## src/rtl/ram_fifo_pkg.sv

```systemverilog
// Shared defaults and types for the RAM-backed show-ahead FIFO controller.

package ram_fifo_pkg;

   localparam int unsigned FIFO_DATA_WIDTH = 8;
   localparam int unsigned FIFO_ADDR_WIDTH = 4;
   localparam int unsigned FIFO_DEPTH      = 2 ** FIFO_ADDR_WIDTH;

   // One extra bit over the address so full and empty stay distinguishable.
   typedef logic [FIFO_ADDR_WIDTH:0] ptr_t;

endpackage

```

## src/rtl/ram_fifo_out_buf.sv

```systemverilog
// Two-entry in-order output buffer; hides the RAM read latency so the FIFO head
// is presented combinationally (show-ahead).

module ram_fifo_out_buf
   import ram_fifo_pkg::*;
#(
   parameter int unsigned DATA_WIDTH = FIFO_DATA_WIDTH
) (
   input  logic                  clk,
   input  logic                  rst,
   input  logic                  clear,
   input  logic                  wr_en,
   input  logic [DATA_WIDTH-1:0] wr_data,
   input  logic                  rd_en,
   output logic [1:0]            count,
   output logic [DATA_WIDTH-1:0] head_data
);

   logic [DATA_WIDTH-1:0] ent0_q, ent0_d;
   logic [DATA_WIDTH-1:0] ent1_q, ent1_d;
   logic [1:0]            count_q, count_d;
   logic                  rd_ok;

   assign rd_ok = rd_en && (count_q != 2'd0);

   always_comb begin
      ent0_d  = ent0_q;
      ent1_d  = ent1_q;
      count_d = count_q;
      if (clear) begin
         count_d = 2'd0;
      end else begin
         case ({wr_en, rd_ok})
            2'b10: begin
               if (count_q == 2'd0) ent0_d = wr_data;
               else                 ent1_d = wr_data;
               count_d = count_q + 2'd1;
            end
            2'b01: begin
               ent0_d  = ent1_q;
               count_d = count_q - 2'd1;
            end
            2'b11: begin
               // Occupancy unchanged: the new word lands behind whatever remains.
               if (count_q == 2'd1) begin
                  ent0_d = wr_data;
               end else begin
                  ent0_d = ent1_q;
                  ent1_d = wr_data;
               end
            end
            default: ;
         endcase
      end
   end

   always_ff @(posedge clk or negedge rst) begin
      if (!rst) begin
         ent0_q  <= '0;
         ent1_q  <= '0;
         count_q <= 2'd0;
      end else begin
         ent0_q  <= ent0_d;
         ent1_q  <= ent1_d;
         count_q <= count_d;
      end
   end

   assign count     = count_q;
   assign head_data = ent0_q;

endmodule

```

## src/rtl/ram_fifo_ctrl.sv

```systemverilog
// Show-ahead FIFO controller driving a dual-port RAM with 1-cycle read latency;
// owns pointers, flags, occupancy and the output buffer.

module ram_fifo_ctrl
   import ram_fifo_pkg::*;
#(
   parameter int unsigned DATA_WIDTH = FIFO_DATA_WIDTH,
   parameter int unsigned ADDR_WIDTH = FIFO_ADDR_WIDTH
) (
   input  logic                  clk,
   input  logic                  rst,
   input  logic                  flush,
   input  logic                  push_valid,
   output logic                  push_ready,
   input  logic [DATA_WIDTH-1:0] push_data,
   output logic                  pop_valid,
   input  logic                  pop_ready,
   output logic [DATA_WIDTH-1:0] pop_data,
   output logic                  ram_wr_enb,
   output logic [ADDR_WIDTH-1:0] ram_wr_addr,
   output logic [DATA_WIDTH-1:0] ram_wr_data,
   output logic                  ram_rd_enb,
   output logic [ADDR_WIDTH-1:0] ram_rd_addr,
   input  logic [DATA_WIDTH-1:0] ram_rd_data,
   output logic [ADDR_WIDTH+1:0] level,
   output logic                  full,
   output logic                  empty
);

   localparam int unsigned PW = ADDR_WIDTH + 1;
   localparam int unsigned LW = ADDR_WIDTH + 2;
   localparam logic [PW-1:0] DEPTH_CNT = PW'(2 ** ADDR_WIDTH);

   logic [PW-1:0] wr_ptr_q, rd_ptr_q;
   logic [PW-1:0] ram_cnt;
   logic          inflight_q;
   logic [1:0]    out_cnt;
   logic [2:0]    occ;
   logic          push_fire, pop_fire, rd_issue;

   assign ram_cnt    = wr_ptr_q - rd_ptr_q;
   assign push_ready = (ram_cnt != DEPTH_CNT) && !flush;
   assign push_fire  = push_valid && push_ready;

   assign pop_valid = (out_cnt != 2'd0);
   assign pop_fire  = pop_valid && pop_ready;

   // A read may issue only if its result is guaranteed a buffer slot on arrival.
   assign occ      = {1'b0, out_cnt} + {2'b00, inflight_q};
   assign rd_issue = (ram_cnt != '0) && (occ < (3'd2 + {2'b00, pop_fire})) && !flush;

   // Gated by reset so a held push_valid cannot strobe the RAM during reset.
   assign ram_wr_enb  = push_fire && rst;
   assign ram_wr_addr = wr_ptr_q[ADDR_WIDTH-1:0];
   assign ram_wr_data = push_data;
   assign ram_rd_enb  = rd_issue;
   assign ram_rd_addr = rd_ptr_q[ADDR_WIDTH-1:0];

   always_ff @(posedge clk or negedge rst) begin
      if (!rst) begin
         wr_ptr_q   <= '0;
         rd_ptr_q   <= '0;
         inflight_q <= 1'b0;
      end else if (flush) begin
         wr_ptr_q   <= '0;
         rd_ptr_q   <= '0;
         inflight_q <= 1'b0;
      end else begin
         if (push_fire) wr_ptr_q <= wr_ptr_q + PW'(1);
         if (rd_issue)  rd_ptr_q <= rd_ptr_q + PW'(1);
         inflight_q <= rd_issue;
      end
   end

   ram_fifo_out_buf #(
      .DATA_WIDTH (DATA_WIDTH)
   ) u_out_buf (
      .clk       (clk),
      .rst       (rst),
      .clear     (flush),
      .wr_en     (inflight_q),
      .wr_data   (ram_rd_data),
      .rd_en     (pop_fire),
      .count     (out_cnt),
      .head_data (pop_data)
   );

   assign level = LW'(ram_cnt) + LW'(inflight_q) + LW'(out_cnt);
   assign full  = !push_ready;
   assign empty = (level == '0);

endmodule

```

## config.mk

```make
export PLATFORM = sky130hd
export DESIGN_NAME = ram_fifo_ctrl
export DESIGN_NICKNAME = d
export VERILOG_FILES = /design/src/rtl/ram_fifo_pkg.sv /design/src/rtl/ram_fifo_out_buf.sv /design/src/rtl/ram_fifo_ctrl.sv
export SDC_FILE = /design/constraint.sdc
export NUM_CORES = 1
export LEC_CHECK = 0
export ABC_AREA = 1
export BUFFER_PORTS_ARGS = -buffer_cell sky130_fd_sc_hd__buf_2
export CAP_MARGIN = 15
export CORE_MARGIN = 2
export CORE_UTILIZATION = 50
export DETAILED_ROUTE_END_ITERATION = 6
export PLACE_DENSITY = 0.77
export SLEW_MARGIN = 25
export SYNTH_ARGS = -nofsm -noshare
export SYNTH_HDL_FRONTEND = slang
export SYNTH_SLANG_ARGS = --single-unit
```

## constraint.sdc

```tcl
create_clock -name clk -period 2.7 [get_ports clk]
set_clock_uncertainty 0.05 [all_clocks]
set_input_delay 0.135 -clock clk [delete_from_list [all_inputs] [get_ports clk]]
set_output_delay 0.135 -clock clk [all_outputs]
set_load 0.01 [all_outputs]
```

; After elaboration in Yosys (flattened, before gate mapping)
; Index checks and enable logic that the tools add are counted.
[word_totals]
output_inout_bits = 36
reg_bits = 29
[op_classes]
reduce_logical = 20
n_bitwise = 1
mux = 13
addsub = 9
n_eq_ne = 8
n_lt_le_gt_ge = 1
[op_table]
columns = cell, count
row1 = 8-bit 2-to-1 mux, 4
row2 = 8-bit one-hot mux with 3 select lines, 1
row3 = 5-bit 2-to-1 mux, 4
row4 = 8-bit one-hot mux with 2 select lines, 1
row5 = 5-bit by 1-bit adder with 5-bit output (second input constant), 2
row6 = 2-bit nonzero test, 4
row7 = 1-bit logical AND, 7
row8 = 5-bit by 1-bit adder with 6-bit output, 1
row9 = 6-bit by 2-bit adder with 6-bit output, 1
row10 = 6-bit logical NOT, 1
row11 = 3-bit nonzero test, 2
row12 = 5-bit != test (second input constant), 1
row13 = 5-bit nonzero test, 1
row14 = 5-bit subtractor, 1
row15 = 2-bit by 1-bit equality test with 1-bit output (second input constant), 2
row16 = 2-bit equality test (second input constant), 2
row17 = 2-bit != test (second input constant), 2
row18 = 2-bit one-hot mux with 2 select lines, 1
row19 = 4-bit AND reduction, 1
row20 = 2-bit by 1-bit adder with 3-bit output, 1
row21 = 2-bit by 1-bit adder with 3-bit output (first input constant), 1
row22 = 3-bit less-than comparator, 1
row23 = 3-bit AND reduction, 1
row24 = 2-bit by 1-bit adder with 2-bit output (second input constant), 1
row25 = 7 further kinds, 8

; Longest topological paths before layout
; Gate-level depths: netlist of run 1.
[depth]
depth_word = 8
ltp_mapped = 12
mapped_depth_nobuf = 12

; Hierarchy
; From an unflattened synthesis of run 1, not the netlist that was laid out.
[hier_totals]
hier_cells = 283
area_unflattened_um2 = 2119.5
[modules_own_cells]
columns = module, instances, area_per_inst_um2, cells_each
row1 = ram_fifo_ctrl, 1, 1139.8, 153
row2 = ram_fifo_out_buf, 1, 979.7, 130

; Least setup slack after synthesis of run 1
; OpenSTA, ideal clock, no wires.
[synth_timing]
kind = reg-to-output
from = reg wr_ptr_q[0]
to = out empty
required_time_ns = 2.515
t_arrival_ns = 2.353
slack_ns = 0.162
path_stages_with_launch = 10
cell_sequence = dfrtp_1 > inv_1 > ha_1 > inv_1 > fa_1 > fa_1 > or2_2 > nor2_1 > nand3_1 > nor2_1
[synth_via]
elab_chain_cells = 4
[synth_rtl]
columns = element, line_no
row1 = "start, declared", ram_fifo_ctrl.sv:34  ; logic [PW-1:0] wr_ptr_q, rd_ptr_q;
row2 = "start signal, assigned", ram_fifo_ctrl.sv:69  ; if (push_fire) wr_ptr_q <= wr_ptr_q + PW'(1);
row3 = 5-bit subtractor, ram_fifo_ctrl.sv:41  ; assign ram_cnt = wr_ptr_q - rd_ptr_q;
row4 = 5-bit by 1-bit adder with 6-bit output, ram_fifo_ctrl.sv:88  ; assign level = LW'(ram_cnt) + LW'(inflight_q) + LW'(out_cnt);
row5 = 6-bit by 2-bit adder with 6-bit output, ram_fifo_ctrl.sv:88
row6 = net level[1], ram_fifo_ctrl.sv:25  ; output logic [ADDR_WIDTH+1:0] level,
row7 = 6-bit logical NOT, ram_fifo_ctrl.sv:90  ; assign empty = (level == '0);
row8 = "end, declared", ram_fifo_ctrl.sv:27  ; output logic empty
; The timed path passes the listed nets, and every way through them passes these cells.

; Final worst setup path of run 1
[layout_timing]
from = reg wr_ptr_q[0]
to = out ram_wr_enb
[layout_via]
elab_chain_cells = 5
[layout_rtl]
columns = element, line_no
row1 = 5-bit subtractor, ram_fifo_ctrl.sv:41
row2 = 5-bit != test, ram_fifo_ctrl.sv:42  ; assign push_ready = (ram_cnt != DEPTH_CNT) && !flush;
row3 = 1-bit logical AND, ram_fifo_ctrl.sv:42
row4 = 1-bit logical AND, ram_fifo_ctrl.sv:43  ; assign push_fire = push_valid && push_ready;
row5 = 1-bit logical AND, ram_fifo_ctrl.sv:53  ; assign ram_wr_enb = push_fire && rst;
row6 = "end, declared", ram_fifo_ctrl.sv:19  ; output logic ram_wr_enb,
; Every way passes these cells.

==> flow_summary.toml, run 1 <==
[cts]
cts_buffers = 5
cts_root_buffer = "clkbuf_8"
clkTransAtPathRegs_ns = 0.06
h-tree-depth = 2
cts_tree = "yes"
clock_path_buffers = 2
insertion_delay_ns = 0.29
cts.sinks = 29

[critical_path]
startpoint_type = "register"
arrival_ns = 2.49
required_ns = 2.52
cp_max_fo = 6
worstSetupEndpointType = "output pin"
worst-setup-path-type = "reg -> out"
worstReg2RegEnd = "wr_ptr_q[3]"
r2r_start = "wr_ptr_q[0]"
reg2reg_slack_ns = 0.21
reg2reg_depth = 13

[synth]
synth.area.top_cells = "dfrtp_1 35%, nand2_1 9.5%, nand3_1 7.1%, ha_1 6.7%, inv_1 6.0%"
synth.distinct_cells = 30
async_flop_share = 1.00
yosysSeqAreaShare = 0.354
yosys.area_share.simple = 0.303
yosys.area.top_type = "dfrtp_1"
synth.area.mux_share = 0
synth_ff_type = "dfrtp_1"
synth_fa_ha_area_frac = 0.0964
synth.most_common_cell = "nand2_1"
synth_edf_count = 0
synthXorXnorAreaFrac = 0.0378
ys.warnings.count = 0
avgSynthCellArea_um2 = 8.07
synth_fp_nets = 289
synthCells = 254
synth_common_cells = "52 x nand2_1, 33 x inv_1, 29 x dfrtp_1, 29 x nand3_1, 16 x buf_4"
synth_top_cell_area_share = 0.354
synth_compound_area_frac = 0.0732
netlist_area_um2 = 2050
ys_seq_elements = 29
synth_top_family_by_area = "simple AND/OR/NAND/NOR gates"

[sta]
setup_violations = 0
clock.fmax_mhz = 374
worst_slack_ns = 0.0263
min_period_ns = 2.67
max_slew_margin = 0.575
hold_viol_final = 0
whs_ns = 0.0488
period_share = 0.990
finalMaxSlewViolations = 0
rsz0062_at_grt = "true"
tightest_slew_ns = 0.638

[flow_run]
drv_cap = 0

[floorplanning]
die_area_um2 = 4630
ios = 57
die_w_um = 68.0
core_um2 = 3970
start_util = 0.516
placementRows = 23
die_h_um = 68.0

[grt]
first_global_vias = 1676
grt.busiest_layer = "met2"
grt_remaining_overflow = 0
grt_pass1_wl_mm = 7.42
antenna_found_initial = 0
grtUsageMet2 = 0.354
groute.layer.met1.usage = 0.263
use_met3 = 0.0559
grt_max_degree = 30
grt.total_usage = 0.213

[worst_hold_path]
whs_path_depth = 3
worstHoldStart = "ram_rd_data[7]"
min_to = "u_out_buf.ent1_q[7]"
hold_path.class = "in -> reg"

[place]
placement.io_buffers = 40
dp_slack_ns = 0.189
hpwl_mm = 3.19
routabilityCongestion = 0.845

[drt]
wire_per_inst_um = 12.6
final_antenna_net_count = 0
viasPerCell = 5.08
dr.pass1.iters = 4
drt-initial-drc-count = 72
wl_mm = 4.32
drc = 0
num_vias = 1749

[cells_and_area]
syn2layout_area_growth_pct = 17.4
nNetsFinal = 328
diodes = 0
fin_util = 0.606
drive_gt1_frac = 0.306

[power]
leakagePower_nw = 1.32
ir_worst_vdd_mv = 0.696
p_per_area_nw_per_um2 = 1170

[run_status]
status = "completed"
cell families (layout without fill, tap and decap cells):
| logic type | count (synthesis) | in the layout |
|---|---|---|
| buffers and inverters | 56 | 96 |
| xor gates and xnor gates | 8 | 8 |
| and+or+nand+nor | 123 | 123 |
| adders and majority gates | 14 | 14 |
| DFF | 29 | 29 |
| AOI/OAI and AO/OA | 24 | 24 |
cell usage in the layout, fill, tap and decap left out, types with 3 or more instances in the layout:
master    netlist  layout
nand4_1        10      10
nand2_2         3       4
ha_1           11       9
nand3_1        29      29
dfrtp_1        29      29
a21oi_2         2       3
inv_1          33      31
nand2_1        52      51
nand3_2         4       4
buf_2           3      40
buf_4          16      12
o21ai_0         7       7
clkbuf_8        0       7
nand2_4         3       3
inv_2           2       4
a31oi_1         8       8
nor2_1         15      14
xor2_1          6       6
flip-flops by register name (all words and copies together) (netlist names):
signal	cells
u_out_buf.head_data	8
rd_ptr_q	5
u_out_buf.ent1_q	8
inflight_q	1
wr_ptr_q	5
u_out_buf.count	2
worst max-delay path by stage:
stage / startpoint / end / slack, ns / cells past startpoint
2_1_floorplan: wr_ptr_q[0] / empty / 0.16 / 9
4_1_cts: wr_ptr_q[0] / empty / -0.001 / 14
3_5_place_dp: wr_ptr_q[0] / empty / 0.19 / 10
5_1_grt: wr_ptr_q[0] / empty / -0.10 / 10
3_3_place_gp: wr_ptr_q[0] / empty / 0.22 / 10
6_report: wr_ptr_q[0] / ram_wr_enb / 0.03 / 11
layout make-up:
type	count	area (um^2)
clock inverters	1	5.00
well taps	50	62.6
multi-input cells	169	1090
inverters	35	131
repair buffers	53	300
flip-flops and latches	29	726
clock buffers	7	96.3
fillers	348	1560
worst max-delay path: stages (launching register included):
cell and delay (ns):
dfrtp_1 0.39, inv_2 0.08, ha_4 0.13, inv_2 0.04, fa_1 0.48, buf_4 0.17
or2_2 0.31, nor2_4 0.17, nand3_4 0.15, nand2_4 0.09, nor3_1 0.05, buf_2 0.14
power by group:
group	internal, mW	switching [mW]
combinational	0.730	0.982
clock	0.230	0.169
sequential	0.592	0.120
routing by layer:
layer,wire length (um),vias up
met2,2120,43
met5,0,-
met3,221,4
met4,61,0
met1,1910,812
li1,-,890
per-stage QoR:
step                      power, mW  TNS (ns)  std cells  cell area, um^2
after detailed placement       2.28         0        327             2200
after global routing           3.10    -0.319        344             2410
after floorplan                1.88         0        254             2050
final                          2.82         0        344             2410
after CTS                      2.78  -0.00142        340             2360
after global placement         2.23         0        327             2200
timing repair:
| item | in CTS | in global routing |
|---|---|---|
| endpoints found under the hold margin | 29 | 0 |
| setup buffers | 4 | 4 |
| setup endpoints to repair | 1 | 7 |
| hold buffers | 1 | 0 |
| resized for setup | 8 | 2 |
| pin swaps | 7 | 8 |
No activity file was read; power rests on OpenSTA's default activity.
==> run 2: changes to the inputs <==
Settings changed: CORE_MARGIN 2 to default.
==> run 2 against run 1 <==
Compared with the run above: global-route usage shrank 0.43 points; first-iteration DRC count decreased by 8.3%; largest power group unchanged; sequential share of layout area decreased by 0.14 points; core utilization rose by 3.1 points; clock power down 3%; power grew 1.6%; final area grew 0.47%; fmax decreased by 0.47%; hold slack improved by 0.0059 ns; critical path depth fell by 1; via count down 1.6%; worst setup slack got worse by 0.013 ns.
==> flow_summary.toml, run 2 (synthesis gave the netlist of run 1 again) <==
[drt]
wl_mm = 4.21
final_antenna_net_count = 0
dr.pass1.iters = 4
wire_per_inst_um = 12.3
drt-initial-drc-count = 66
num_vias = 1721
viasPerCell = 5.02
drc = 0

[run_status]
status = "completed"

[cells_and_area]
syn2layout_area_growth_pct = 17.9
diodes = 0
drive_gt1_frac = 0.312
fin_area_um2 = 2420
mostFrequentLayoutCells = "52 x nand2_1, 40 x buf_2, 31 x inv_1"
final_common_cell = "nand2_1"
nNetsFinal = 329

[sta]
period_share = 0.995
finalMaxSlewViolations = 0
clock.fmax_mhz = 372
final.setup.tns_ns = 0
max_slew_margin = 0.566
rsz0062_at_grt = "true"
min_period_ns = 2.69
setup_violations = 0
tightest_slew_ns = 0.650
hold_viol_final = 0

[critical_path]
cp_max_fo = 2
worst-setup-path-type = "reg -> out"
startpoint_type = "register"
worstSetupEndpointType = "output pin"
critPathSlowestCell = "fa_2"
crit_chain = "inv_2 > ha_4 > inv_2 > fa_2 > fa_1 > or2_4 > nor2_2 > nand3_1 > nor2_1 > buf_2"
required_ns = 2.52
crit_top_cell = "inv_2"
max_stage_delay_ns = 0.55
arrival_ns = 2.50

[power]
p_per_area_nw_per_um2 = 1190
power.total_mw = 2.87
p_switching_mw = 1.28
switching_share = 0.448
ir_worst_vdd_mv = 0.524
leakagePower_nw = 1.32
p_seq_frac = 0.251
p_int_mw = 1.58
p_clk_frac = 0.135
p_comb_frac = 0.614

[grt]
grt_remaining_overflow = 0
groute.layer.met1.usage = 0.259
first_global_vias = 1579
grt.total_usage = 0.209
grtUsageMet2 = 0.364
grt.busiest_layer = "met2"
grt_pass1_wl_mm = 6.89
use_met3 = 0.0328
grt_max_degree = 30
antenna_found_initial = 0

[floorplanning]
placementRows = 22
die_area_um2 = 4360
die_h_um = 66.0
start_util = 0.540
ios = 57
die_w_um = 66.0
core_um2 = 3800

[cts]
clkTransAtPathRegs_ns = 0.06
cts.sinks = 29
insertion_delay_ns = 0.28
clock_path_buffers = 2
cts_tree = "yes"
h-tree-depth = 2
cts_root_buffer = "clkbuf_8"
cts_buffers = 5

[flow_run]
drv_cap = 0

[place]
placement.io_buffers = 40
routabilityCongestion = 0.826
placed_cell_area_um2 = 2190
hpwl_mm = 3.19

[worst_hold_path]
hold_path.class = "in -> reg"
[run 2: cell types whose count changed in the layout (fill, tap and decap cells not counted)]
cell / change
buf_6: +1
fa_1: -1
fa_2: +1
nand2_1: +1
nand2_2: -1
nor2_1: -1
nor2_2: +1
[run 2: stage by stage]
| step | cells | hold WS [ns] | worst slack, ns | util |
|---|---|---|---|---|
| floorplan | 254 | -0.211 | 0.162 | - |
| global placement | 325 | 0.166 | 0.219 | 0.578 |
| detailed placement | 325 | 0.155 | 0.184 | 0.578 |
| CTS | 336 | 0.0587 | 0.0150 | 0.614 |
| global route | 343 | 0.0587 | -0.0809 | 0.637 |
| finish | 343 | 0.0547 | 0.0137 | 0.637 |
[run 2: path summary, 6_finish.rpt]
kind	end	from	slack (ns)	depth (start not counted)
min reg2reg	u_out_buf.ent1_q[0]	u_out_buf.ent1_q[0]	0.44	2
min	u_out_buf.ent1_q[1]	ram_rd_data[1]	0.05	3
min in group asynchronous	u_out_buf.ent1_q[1]	rst	0.38	3
max reg2reg	rd_ptr_q[1]	wr_ptr_q[0]	0.38	12
max in group asynchronous	rd_ptr_q[3]	rst	1.95	3
max	empty	wr_ptr_q[0]	0.01	10
[run 2: repair_timing]
item                                   CTS  global route
buffers inserted                         2             7
endpoints found under the hold margin   29             0
setup endpoints to repair                1             7
pin swaps                                6             9
hold buffers                             1             0
resized for setup                        6             6
[run 2: layer usage]
layer | share of wire | wire length [um]
met1 | 0.46 | 1950
met2 | 0.49 | 2080
met3 | 0.034 | 145
met4 | 0.0088 | 37
met5 | 0 | 0
[run 2: final cells by class]
class | count | area, um^2
Clock inverter | 1 | 5.00
Sequential cell | 29 | 726
Fill cell | 339 | 1380
Tap cell | 48 | 60.1
Timing Repair Buffer | 54 | 312
Multi-Input combinational cell | 169 | 1090
Inverter | 35 | 131
Clock buffer | 7 | 96.3
[run 2: worst max-delay path, delay by kind of cell (launching register included)]
kind / cells / cell delay [ns]
DFF: 1 / 0.39
buffers and inverters: 3 / 0.26
and+or+nand+nor: 4 / 0.45
adders and majority gates: 3 / 1.12
[run 2: power groups by stage]
| stage | sequential [mW] | combinational [mW] | clock, mW |
|---|---|---|---|
| floorplan | 0.729 | 1.15 | 0 |
| global placement | 0.708 | 1.52 | 0 |
| detailed placement | 0.719 | 1.56 | 0 |
| CTS | 0.714 | 1.63 | 0.394 |
| global route | 0.745 | 1.97 | 0.418 |
| finish | 0.719 | 1.76 | 0.388 |
